$ cat config.mk
export PLATFORM = sky130hd
export DESIGN_NAME = float_to_fixed_conv
export DESIGN_NICKNAME = d
export VERILOG_FILES = /design/src/rtl/float_to_fixed_conv.sv
export SDC_FILE = /design/constraint.sdc
export NUM_CORES = 1
export LEC_CHECK = 0
export ABC_AREA = 1
export ABC_CLOCK_PERIOD_IN_PS = 4750
export BUFFER_PORTS_ARGS = -buffer_cell sky130_fd_sc_hd__buf_2
export CAP_MARGIN = 20
export CORE_MARGIN = 5
export CORE_UTILIZATION = 55
export DETAILED_ROUTE_END_ITERATION = 12
export GPL_ROUTABILITY_DRIVEN = 0
export GPL_TIMING_DRIVEN = 0
export PLACE_DENSITY_LB_ADDON = 0.15
export SYNTH_ARGS = -nofsm -noshare
export SYNTH_HDL_FRONTEND = slang
export SYNTH_SLANG_ARGS = --single-unit
$ cat constraint.sdc
create_clock -name CLK -period 4.75 [get_ports CLK]
set_input_delay 0.7125 -clock CLK [delete_from_list [all_inputs] [get_ports CLK]]
set_output_delay 0.7125 -clock CLK [all_outputs]
set_load 0.01 [all_outputs]
$ cat src/rtl/float_to_fixed_conv.sv
// float_to_fixed_conv: iterative float -> signed fixed-point converter with a Begin/Ack handshake.
// Define FIXED_SAT_EN to saturate on overflow; otherwise an overflowed result reads as zero.
module float_to_fixed_conv #(
    parameter int EW    = 8,
    parameter int MW    = 23,
    parameter int OUT_W = 32,
    parameter int FRAC  = 16,
    parameter int STEP  = 4
) (
    input  logic             CLK,
    input  logic             RST_N,
    input  logic             RST_FSM,
    input  logic             BEGIN_FSM,
    input  logic [EW+MW:0]   FLOAT_IN,
    output logic [OUT_W-1:0] FIXED_OUT,
    output logic             ACK,
    output logic             BUSY,
    output logic             OVF
);
    localparam int ACC_W = OUT_W + STEP;
    localparam int BIAS  = 2 ** (EW - 1) - 1;

    typedef enum logic [2:0] {IDLE, LOAD, SHIFT, NEG, DONE} state_t;

    state_t             state, state_n;
    logic [EW+MW:0]     flt, flt_n;
    logic [ACC_W-1:0]   acc, acc_n, acc_sh;
    logic [31:0]        cnt, cnt_n, d;
    logic               left, left_n, ovf_n;
    logic [OUT_W-1:0]   out_n, mag, ovf_val;
    logic [EW-1:0]      exp_f;
    int                 sh;

    assign exp_f = flt[EW+MW-1:MW];
    assign mag   = acc[OUT_W-1:0];
    assign ACK   = state == DONE;
    assign BUSY  = state == LOAD || state == SHIFT || state == NEG;

`ifdef FIXED_SAT_EN
    localparam logic [OUT_W-1:0] SAT_POS = {1'b0, {(OUT_W-1){1'b1}}};
    localparam logic [OUT_W-1:0] SAT_NEG = {1'b1, {(OUT_W-2){1'b0}}, 1'b1};
    assign ovf_val = flt[EW+MW] ? SAT_NEG : SAT_POS;
`else
    assign ovf_val = '0;
`endif

    always_comb begin
        state_n = state;
        flt_n   = flt;
        acc_n   = acc;
        cnt_n   = cnt;
        left_n  = left;
        ovf_n   = OVF;
        out_n   = FIXED_OUT;
        sh      = int'(exp_f) - BIAS + FRAC - MW;
        d       = cnt < 32'(STEP) ? cnt : 32'(STEP);
        acc_sh  = left ? acc << d : acc >> d;
        case (state)
            IDLE: if (BEGIN_FSM) begin
                flt_n   = FLOAT_IN;
                ovf_n   = 1'b0;
                state_n = LOAD;
            end
            LOAD: begin
                acc_n   = exp_f == '0 ? '0 : {{(ACC_W-MW-1){1'b0}}, 1'b1, flt[MW-1:0]};
                cnt_n   = sh < 0 ? 32'(-sh) : 32'(sh);
                left_n  = sh > 0;
                ovf_n   = exp_f == '1;
                state_n = (exp_f == '0 || exp_f == '1 || sh == 0) ? NEG : SHIFT;
            end
            SHIFT: begin
                acc_n = acc_sh;
                cnt_n = cnt - d;
                // any bit reaching the sign position means |result| >= 2**(OUT_W-1)
                if (left && |acc_sh[ACC_W-1:OUT_W-1]) begin
                    ovf_n   = 1'b1;
                    state_n = NEG;
                end else if ((!left && acc_sh == '0) || cnt == d)
                    state_n = NEG;
            end
            NEG: begin
                out_n   = OVF ? ovf_val : flt[EW+MW] ? -mag : mag;
                state_n = DONE;
            end
            DONE: if (RST_FSM) state_n = IDLE;
            default: state_n = IDLE;
        endcase
    end

    always_ff @(posedge CLK or negedge RST_N) begin
        if (!RST_N) begin
            state     <= IDLE;
            flt       <= '0;
            acc       <= '0;
            cnt       <= '0;
            left      <= 1'b0;
            OVF       <= 1'b0;
            FIXED_OUT <= '0;
        end else begin
            state     <= state_n;
            flt       <= flt_n;
            acc       <= acc_n;
            cnt       <= cnt_n;
            left      <= left_n;
            OVF       <= ovf_n;
            FIXED_OUT <= out_n;
        end
    end
endmodule

=== After elaboration in Yosys (flattened, before gate mapping) ===
Index checks and enable logic that the tools add are counted.

* Flip-flop bits (word level): 137
* Input bits: 36
* Output and inout port bits: 35
* Word-level logic and storage cells: 63

* $add $sub $neg: 6
* Magnitude comparators: 3
* Equality and inequality tests: 10
* Shift-type cells: 2
* Multiplexer cells: 17
* Reductions and logical operators: 18

{| class="wikitable"
|+ Operators by type and width
! kind !! count
|-
| 32-bit 2-to-1 mux || 4
|-
| 36-bit one-hot mux with 2 select lines || 1
|-
| 32-bit one-hot mux with 2 select lines || 1
|-
| 36-bit logical NOT || 1
|-
| 36-bit 2-to-1 mux || 1
|-
| 36-bit by 32-bit << shifter with 36-bit output || 1
|-
| 36-bit by 32-bit right shift with 36-bit output || 1
|-
| 32-bit equality test || 1
|-
| 32-bit logical NOT || 1
|-
| 32-bit by 3-bit less-than comparator with 1-bit output (second input constant) || 1
|-
| 11-bit negation with 32-bit output || 1
|-
| 32-bit negation || 1
|-
| 32-bit subtractor || 1
|-
| 24-bit 2-to-1 mux || 1
|-
| 3-bit one-hot mux with 5 select lines || 1
|-
| 3-bit 2-to-1 mux || 4
|-
| 11-bit by 1-bit > comparator with 1-bit output (second input constant) || 1
|-
| 11-bit by 1-bit less-than comparator with 1-bit output (second input constant) || 1
|-
| 10-bit by 6-bit subtractor with 11-bit output (second input constant) || 1
|-
| 9-bit by 6-bit adder with 10-bit output (second input constant) || 1
|-
| 8-bit by 7-bit subtractor with 9-bit output (second input constant) || 1
|-
| 8-bit equality test (second input constant) || 1
|-
| 8-bit logical NOT || 1
|-
| 3-bit by 2-bit equality test with 1-bit output (second input constant) || 2
|-
| other kinds (16) || 25
|}

=== Logic depth before layout (Yosys ltp) ===
Gate-level depths: netlist of the first run.

* Depth in word-level cells: 10
* Depth in mapped cells: 22
* Gate-level depth less buffers: 22

=== Least setup slack after synthesis of the first run ===
No wires, ideal clock.

* Path type: reg2reg
* Start: register cnt[14]
* End: register cnt[30]
* Library setup time: 140 ps
* Data arrival time: 2314 ps
* Data required time: 4610 ps
* Setup slack: 2296 ps
* Cell stages (with the launch flop): 18
* Path buffers: 0
* Period minus slack after synthesis: 2454 ps
* Path through: dfrtp_1 > nor2_2 > nand2_1 > nor2_2 > nand2_2 > nor2_8 > nor2_2 > inv_1 > ha_1 > o21ai_4 > nand3_2 > nor2_2 > nand2_1 > nor2_2 > nand3_2 > nor2_1 > xor2_1 > o22ai_1

* Longest elaborated chain between the ends: 4

{| class="wikitable"
|+ RTL lines
! what !! line !! RTL
|-
| from (decl) || 28 || <nowiki>logic [31:0] cnt, cnt_n, d;</nowiki>
|-
| from (signal assigned) || 103 || <nowiki>cnt <= cnt_n;</nowiki>
|-
| 32-bit by 3-bit less-than comparator with 1-bit output || 56 || <nowiki>d = cnt < 32'(STEP) ? cnt : 32'(STEP);</nowiki>
|-
| 32-bit 2-to-1 mux || 56 ||
|-
| 32-bit subtractor * || 73 || <nowiki>cnt_n = cnt - d;</nowiki>
|-
| 32-bit one-hot mux with 2 select lines * || 58 || <nowiki>case (state)</nowiki>
|}

Every way passes the cells marked *; elsewhere a longest branch is shown, timed or not.
A chain may end at the register's enable or synchronous reset.

=== Final worst setup path of the first run ===
* Start: register cnt[14]
* End: register state[0]

* Longest elaborated chain between the ends: 9
* Elaborated cells on any way between the ends: 15
* Classes of those cells: order compare (1); eq/ne (2); shift (2); mux (4); reduce/logical (6)

{| class="wikitable"
|+ RTL lines
! what !! line !! RTL
|-
| 32-bit by 3-bit less-than comparator with 1-bit output || 56 ||
|-
| 32-bit 2-to-1 mux || 56 ||
|-
| 36-bit by 32-bit right shift with 36-bit output / 36-bit by 32-bit << shifter with 36-bit output (equally long branches) || 57 || <nowiki>acc_sh = left ? acc << d : acc >> d;</nowiki>
|-
| 36-bit 2-to-1 mux || 57 ||
|-
| 36-bit logical NOT || 78 || <nowiki>end else if ((!left && acc_sh == '0) || cnt == d)</nowiki>
|-
| 1-bit logical AND || 78 ||
|-
| 1-bit logical OR || 78 ||
|-
| 3-bit by 1-bit != test with 1-bit output (no line) || - ||
|-
| 3-bit AND reduction (no line) || - ||
|-
| to (signal assigned) || 100 || <nowiki>state <= state_n;</nowiki>
|-
| to (decl) || 25 || <nowiki>state_t state, state_n;</nowiki>
|}

Several ways; a longest one is shown, not always the timed one.

==> results of run 1 <==
[layout by cell type (no fill, tap or decap), types with 5 or more instances in the layout]
cell type,count
inv_2,6
nand4_1,15
buf_1,7
nor3_1,15
o21ai_0,72
o221ai_1,24
o211ai_1,6
clkbuf_1,41
nor2_1,153
buf_4,6
inv_1,139
nand3_1,202
a32o_1,7
nand2_1,395
o22ai_1,20
o21ai_1,16
ha_1,6
clkbuf_16,17
a21oi_1,70
inv_6,5
o31ai_1,5
xor2_1,24
nand3_2,18
nor4_1,5
buf_6,5
buf_2,86
nor2_2,11
a31oi_1,8
dfrtp_1,137
[cell families after synthesis]
group / after synthesis / synth area share [%]
buffers and inverters: 223 / 9.34
XOR/XNOR: 24 / 2.14
AO/OA/AOI/OAI: 241 / 14.7
multiplexers: 4 / 0.459
flip-flops: 137 / 35.0
other: 1 / 0.0382
adder cells (fa/ha/maj): 6 / 0.765
AND/OR/NAND/NOR: 831 / 37.6
[power by group]
part           total (W)  switching, W  internal, W
Clock            0.00140      0.000566     0.000835
Sequential       0.00202      0.000373      0.00165
Combinational    0.00438       0.00305      0.00133
[registers in the layout, summed over array words and instances, names as in the netlist]
name       count
OVF            1
flt           32
FIXED_OUT     32
left           1
acc           36
cnt           32
state          3
[final timing paths]
path                               start             to  depth (start not counted)
min in group CLK           FIXED_OUT[21]  FIXED_OUT[21]                          2
hold / removal                     RST_N  FIXED_OUT[28]                          1
setup reg to reg                 cnt[14]       state[0]                         18
max in group asynchronous          RST_N        flt[29]                          2
hold reg to reg            FIXED_OUT[21]  FIXED_OUT[21]                          2
setup / recovery                 cnt[14]       state[0]                         18
[area by class of cell]
| cell class | count | share of cell area (%) |
|---|---|---|
| clock inverters | 15 | 1.71 |
| inverters | 148 | 5.05 |
| flip-flops and latches | 137 | 30.9 |
| well taps | 225 | 2.54 |
| repair buffers | 71 | 3.46 |
| plain buffers | 75 | 3.20 |
| clock buffers | 17 | 3.84 |
| multi-input cells | 1107 | 49.3 |
[routing by layer]
| layer | up-vias | GRT usage [%] | wire length (um) |
|---|---|---|---|
| met5 | - | 0 | 0 |
| met4 | 0 | 19.9 | 2180 |
| met3 | 210 | 9.62 | 3770 |
| met2 | 670 | 50.0 | 14500 |
| met1 | 4892 | 40.9 | 12800 |
| li1 | 5072 | - | - |
[cell usage after synthesis (16+ instances only)]
master,count
buf_2,17
nand2_1,395
nor2_1,153
o221ai_1,24
inv_1,139
o21ai_0,72
nand3_2,18
dfrtp_1,137
o21ai_1,16
xor2_1,24
clkbuf_1,41
o22ai_1,20
nand3_1,202
a21oi_1,70
[per-stage QoR]
stage | hold WS [ns] | setup slack [ns] | cell area, um2 | util [%] | power [W]
6_report | 0.221 | 1.64 | 11100 | 63.7 | 0.00780
4_1_cts | 0.252 | 1.82 | 11100 | 63.7 | 0.00769
2_1_floorplan | 0.417 | 2.30 | 9810 | - | 0.00491
5_1_grt | 0.270 | 1.59 | 11100 | 63.7 | 0.00837
3_3_place_gp | 0.459 | 1.10 | 10400 | 59.9 | 0.00619
3_5_place_dp | 0.463 | 1.84 | 10500 | 60.1 | 0.00626
==> results.yml, run 1 <==
sta:
  max_freq_mhz: 321
  hold_viol: 0
  worst_pin_slew_ns: 0.887
  skew_ns: 0.00989
  finalCritPeriodShare_pct: 65.5
  finalCriticalPeriod_ns: 3.11
  slew_headroom_pct: 40.7
  grt_setup_unrepaired: "false"
  setup_violations: 0
  tns_ns: 0
  slew_violations: 0
clock_network:
  cts_resized: 0
  cts-root-buf: "clkbuf_16"
  worstSkewPairLatency_ns: 0.44
  cts_tree: "yes"
  htreeDepth: 4
  post-cts-setup-buffers: 0
  cts-hold-fix-buffers: 0
  numCtsBuffers: 17
  clk_path_buf_depth: 2
  cts.sinks: 137
  clk_pin_slew_worst_paths_ns: 0.06
setup_path:
  cp_slowest_cell: "clkbuf_1"
  critPathCaptureType: "flip-flop"
  start_kind: "flip-flop"
  cp_common_cell: "nand2_1"
  path_cells: "nor2_2 > nand2_1 > nor2_2 > nand2_2 > nor2_8 > buf_4 > clkbuf_1 > nand2_1 > nand3_1 > nand2_1 > nand2_1 > nor2_1 > nand3_1 > nor2_1 > nand2_1 > nand3_1 > nand2_1 > nor2_1"
  crit_fanout: 10
  cp.arrival_ns: 3.44
  critPathTopFamily: "simple AND/OR/NAND/NOR gates"
  critPathKind: "reg2reg"
  cp_num_buf_inv: 2
  required_ns: 5.08
  slowest_delay_ns: 0.63
  r2r_setup_slack_ns: 1.64
placed_design:
  dpl.hpwl_um: 24300
  port-buffer-count: 70
  dp_cells: 1763
global_route:
  grt_first_pass_wirelength_um: 52900
  grt_pass1_vias: 10300
  antenna_found_initial: 0
  grt_max_degree: 84
  overflow: 0
  track_usage_pct: 32.7
layout:
  ff_latch_area_mm2: 0.00343
  drive_gt1_share_pct: 11.8
  multi_input_area_mm2: 0.00546
  diodes: 0
  nets: 1599
  fin_cells: 1795
  fillers: 1584
  areaGrowthSynthToFinish_pct: 13.1
yosys:
  synth_edf_count: 0
  synth.area.top_cells: "dfrtp_1 (35%), nand2_1 (15%), nand3_1 (10%), nor2_1 (5.9%), inv_1 (5.3%)"
  syn-instance-count: 1467
  synthesis.area_mm2: 0.00981
  synth.top_cell.area_share_pct: 35.0
  synth-main-ff-cell: "dfrtp_1"
  syn_avg_cell_area_um2: 6.69
  synthesis.nets: 1509
  async_reset_ff_share_pct: 100
  synth_warnings: 0
  synth_sequential_area_ratio_pct: 35.0
  ys_seq_elements: 137
  ys_types: 52
  synth_largest_area_cell: "dfrtp_1"
detailed_routing:
  drtIter0Drc: 1335
  drc: 0
  drt-total-wl_um: 33300
  ant_nets: 0
  drtPass1Iterations: 9
  avgViaCountPerCell: 6.04
  vias: 10800
  route.detailed.wl_per_inst_um: 18.5
run:
  maxCapViolations: 0
power:
  p_leak_nw: 5.48
  ir_drop_mv: 0.467
  p_per_area_mw_per_mm2: 704
hold_path:
  hold_path_class: "in2async"
floorplanning:
  die-area_mm2: 0.0206
  die_h_um: 144
  ios: 71
  die_w_um: 144
  core_area_mm2: 0.0174
  start_util_pct: 56.3
  rows: 48
outcome:
  status: "finished, final reports clean"
No activity file was read; power rests on OpenSTA's default activity.
==> inputs of run 2 (changes only) <==
--- a/config.mk
+++ b/config.mk
@@ -6,7 +6,7 @@
 export NUM_CORES = 1
 export LEC_CHECK = 0
 export ABC_AREA = 1
-export ABC_CLOCK_PERIOD_IN_PS = 4750
+export ABC_CLOCK_PERIOD_IN_PS = 2900
 export BUFFER_PORTS_ARGS = -buffer_cell sky130_fd_sc_hd__buf_2
 export CAP_MARGIN = 20
 export CORE_MARGIN = 5
==> constraint.sdc (replaced) <==
create_clock -name CLK -period 2.9 [get_ports CLK]
set_input_delay 0.435 -clock CLK [delete_from_list [all_inputs] [get_ports CLK]]
set_output_delay 0.435 -clock CLK [all_outputs]
set_load 0.01 [all_outputs]
==> run 2 against run 1 <==
- the flow now finishes with violations (negative setup slack)
- setup slack got worse by 1.8 ns
- highest routed layer unchanged
- first-iteration DRC count fell by 9.1%
- largest power group unchanged
- critical endpoint unchanged
- critical path depth rose by 1
- combinational power rose by 66%
- core utilization rose by 0.66 points
- die area did not move
- worst hold slack improved by 0.0078 ns
==> results.yml, run 2 (synthesized netlist as in run 1, its figures left out) <==
outcome:
  status: "finished, violations left"
  violations: "negative setup slack"
sta:
  hold_viol: 0
  worst_pin_slew_ns: 0.835
  slew_violations: 0
  grt_setup_unrepaired: "true"
  max_freq_mhz: 329
  tns_ns: -0.135
  finalCritPeriodShare_pct: 105
  setup_violations: 1
  fin_ws_ns: -0.135
  slew_headroom_pct: 44.4
  skew_ns: 0.00885
  finalCriticalPeriod_ns: 3.03
layout:
  max_flop_register: "acc"
  layout_commonest_cell: "nand2_1"
  final_util_pct: 64.3
  areaGrowthSynthToFinish_pct: 14.2
  stdcell_area_mm2: 0.0112
  largest_register_ffs: 36
  fillers: 1579
  final_cell_mix: "nand2_1 (394), nand3_1 (202), nor2_1 (148), dfrtp_1 (136), inv_1 (136)"
  diodes: 0
  nets: 1604
  drive_gt1_share_pct: 13.0
floorplanning:
  die_w_um: 144
  rows: 48
  ios: 71
  die-area_mm2: 0.0206
  die_h_um: 144
  start_util_pct: 56.3
  core_area_mm2: 0.0174
setup_path:
  path_cells: "nor2_2 > nand2_1 > nor2_1 > nand2_2 > inv_2 > nand2_4 > clkbuf_1 > nand2_1 > nand3_1 > nand2_1 > nand2_1 > nand2_1 > nor2_1 > nand2_1 > nor2_1 > nand2_1 > nand3_1 > nand2_1 > nor2_1"
  start_kind: "flip-flop"
  cp_num_buf_inv: 2
  critPathTopFamily: "simple AND/OR/NAND/NOR gates"
  critPathCaptureType: "flip-flop"
  cp.arrival_ns: 3.41
  critPathKind: "reg2reg"
  cp_common_cell: "nand2_1"
  required_ns: 3.27
  cp_slowest_cell: "clkbuf_1"
  crit_fanout: 10
  slowest_delay_ns: 0.62
detailed_routing:
  drt-total-wl_um: 33500
  drtPass1Iterations: 8
  vias: 10900
  drtIter0Drc: 1213
  ant_nets: 0
  route.detailed.wl_per_inst_um: 18.6
  drc: 0
  avgViaCountPerCell: 6.04
power:
  p_per_area_mw_per_mm2: 1150
  power.total_w: 0.0129
  p_leak_nw: 5.52
  ir_drop_mv: 0.763
global_route:
  grt_pass1_vias: 10300
  antenna_found_initial: 0
  overflow: 0
  track_usage_pct: 32.7
  grt_max_degree: 84
  grt_first_pass_wirelength_um: 52900
clock_network:
  cts_tree: "yes"
  htreeDepth: 4
  clk_path_buf_depth: 2
  cts.sinks: 137
  numCtsBuffers: 17
  cts-root-buf: "clkbuf_16"
  worstSkewPairLatency_ns: 0.44
  clk_pin_slew_worst_paths_ns: 0.07
placed_design:
  preCtsSetupSlack_ns: -0.0137
  place_area_mm2: 0.0105
  dpl.hpwl_um: 24300
  port-buffer-count: 70
hold_path:
  hold_path_class: "in2reg"
run:
  maxCapViolations: 0
## run 2: path summary, 6_finish.rpt
check	start	slack [ns]	end	depth (start not counted)
max in group asynchronous	RST_N	1.59	flt[24]	3
worst min-delay path	FLOAT_IN[29]	0.23	flt[29]	2
worst min register to register	FIXED_OUT[21]	0.48	FIXED_OUT[21]	2
worst max-delay path	cnt[17]	-0.13	state[0]	19
worst max register to register	cnt[17]	-0.13	state[0]	19
min in group asynchronous	RST_N	0.52	FIXED_OUT[28]	2
## run 2: final cells by class
| type | count | area (um2) | area share (%) |
|---|---|---|---|
| Multi-Input combinational cell | 1107 | 5520 | 49.3 |
| Tap cell | 225 | 282 | 2.51 |
| Clock buffer | 17 | 425 | 3.80 |
| Buffer | 75 | 370 | 3.31 |
| Inverter | 148 | 561 | 5.00 |
| Timing Repair Buffer | 76 | 424 | 3.79 |
| Clock inverter | 15 | 190 | 1.70 |
| Sequential cell | 137 | 3430 | 30.6 |
## run 2: metrics by stage
step                      std cells  hold slack, ns
after CTS                      1796           0.226
final                          1800           0.229
after global routing           1800           0.236
after global placement         1762           0.459
after floorplan                1467           0.139
after detailed placement       1763           0.429
## run 2: repair_timing
item	CTS	global route
hold buffers	1	0
resized for setup	2	27
pin swaps	0	4
buffers inserted	0	4
setup endpoints to repair	2	20
endpoints found under the hold margin	34	0
## run 2: layer usage
metal  vias up  global-route usage [%]  part of all wire, %
met1      4942                    40.9                   38
met5         -                       0                    0
met4         0                    20.0                  6.2
met2       645                    50.0                   44
li1       5085                       -                    -
met3       192                    9.65                   11
## run 2: worst reg2reg max path: stages, from the launching register on
cell and delay, ns:
dfrtp_1 0.41, nor2_2 0.08, nand2_1 0.08, nor2_1 0.05, nand2_2 0.14, inv_2 0.09
nand2_4 0.12, clkbuf_1 0.62, nand2_1 0.21, nand3_1 0.14, nand2_1 0.07, nand2_1 0.15
nand2_1 0.07, nor2_1 0.19, nand2_1 0.07, nor2_1 0.14, nand2_1 0.08, nand3_1 0.08
nand2_1 0.07, nor2_1 0.08
## run 2: power breakdown
group | switching (W) | internal, W | total [W] | leakage [nW]
combinational | 0.00505 | 0.00221 | 0.00726 | 3.54
sequential | 0.000621 | 0.00269 | 0.00332 | 1.69
clock | 0.000932 | 0.00137 | 0.00230 | 0.287
total | 0.00660 | 0.00627 | 0.0129 | 5.52
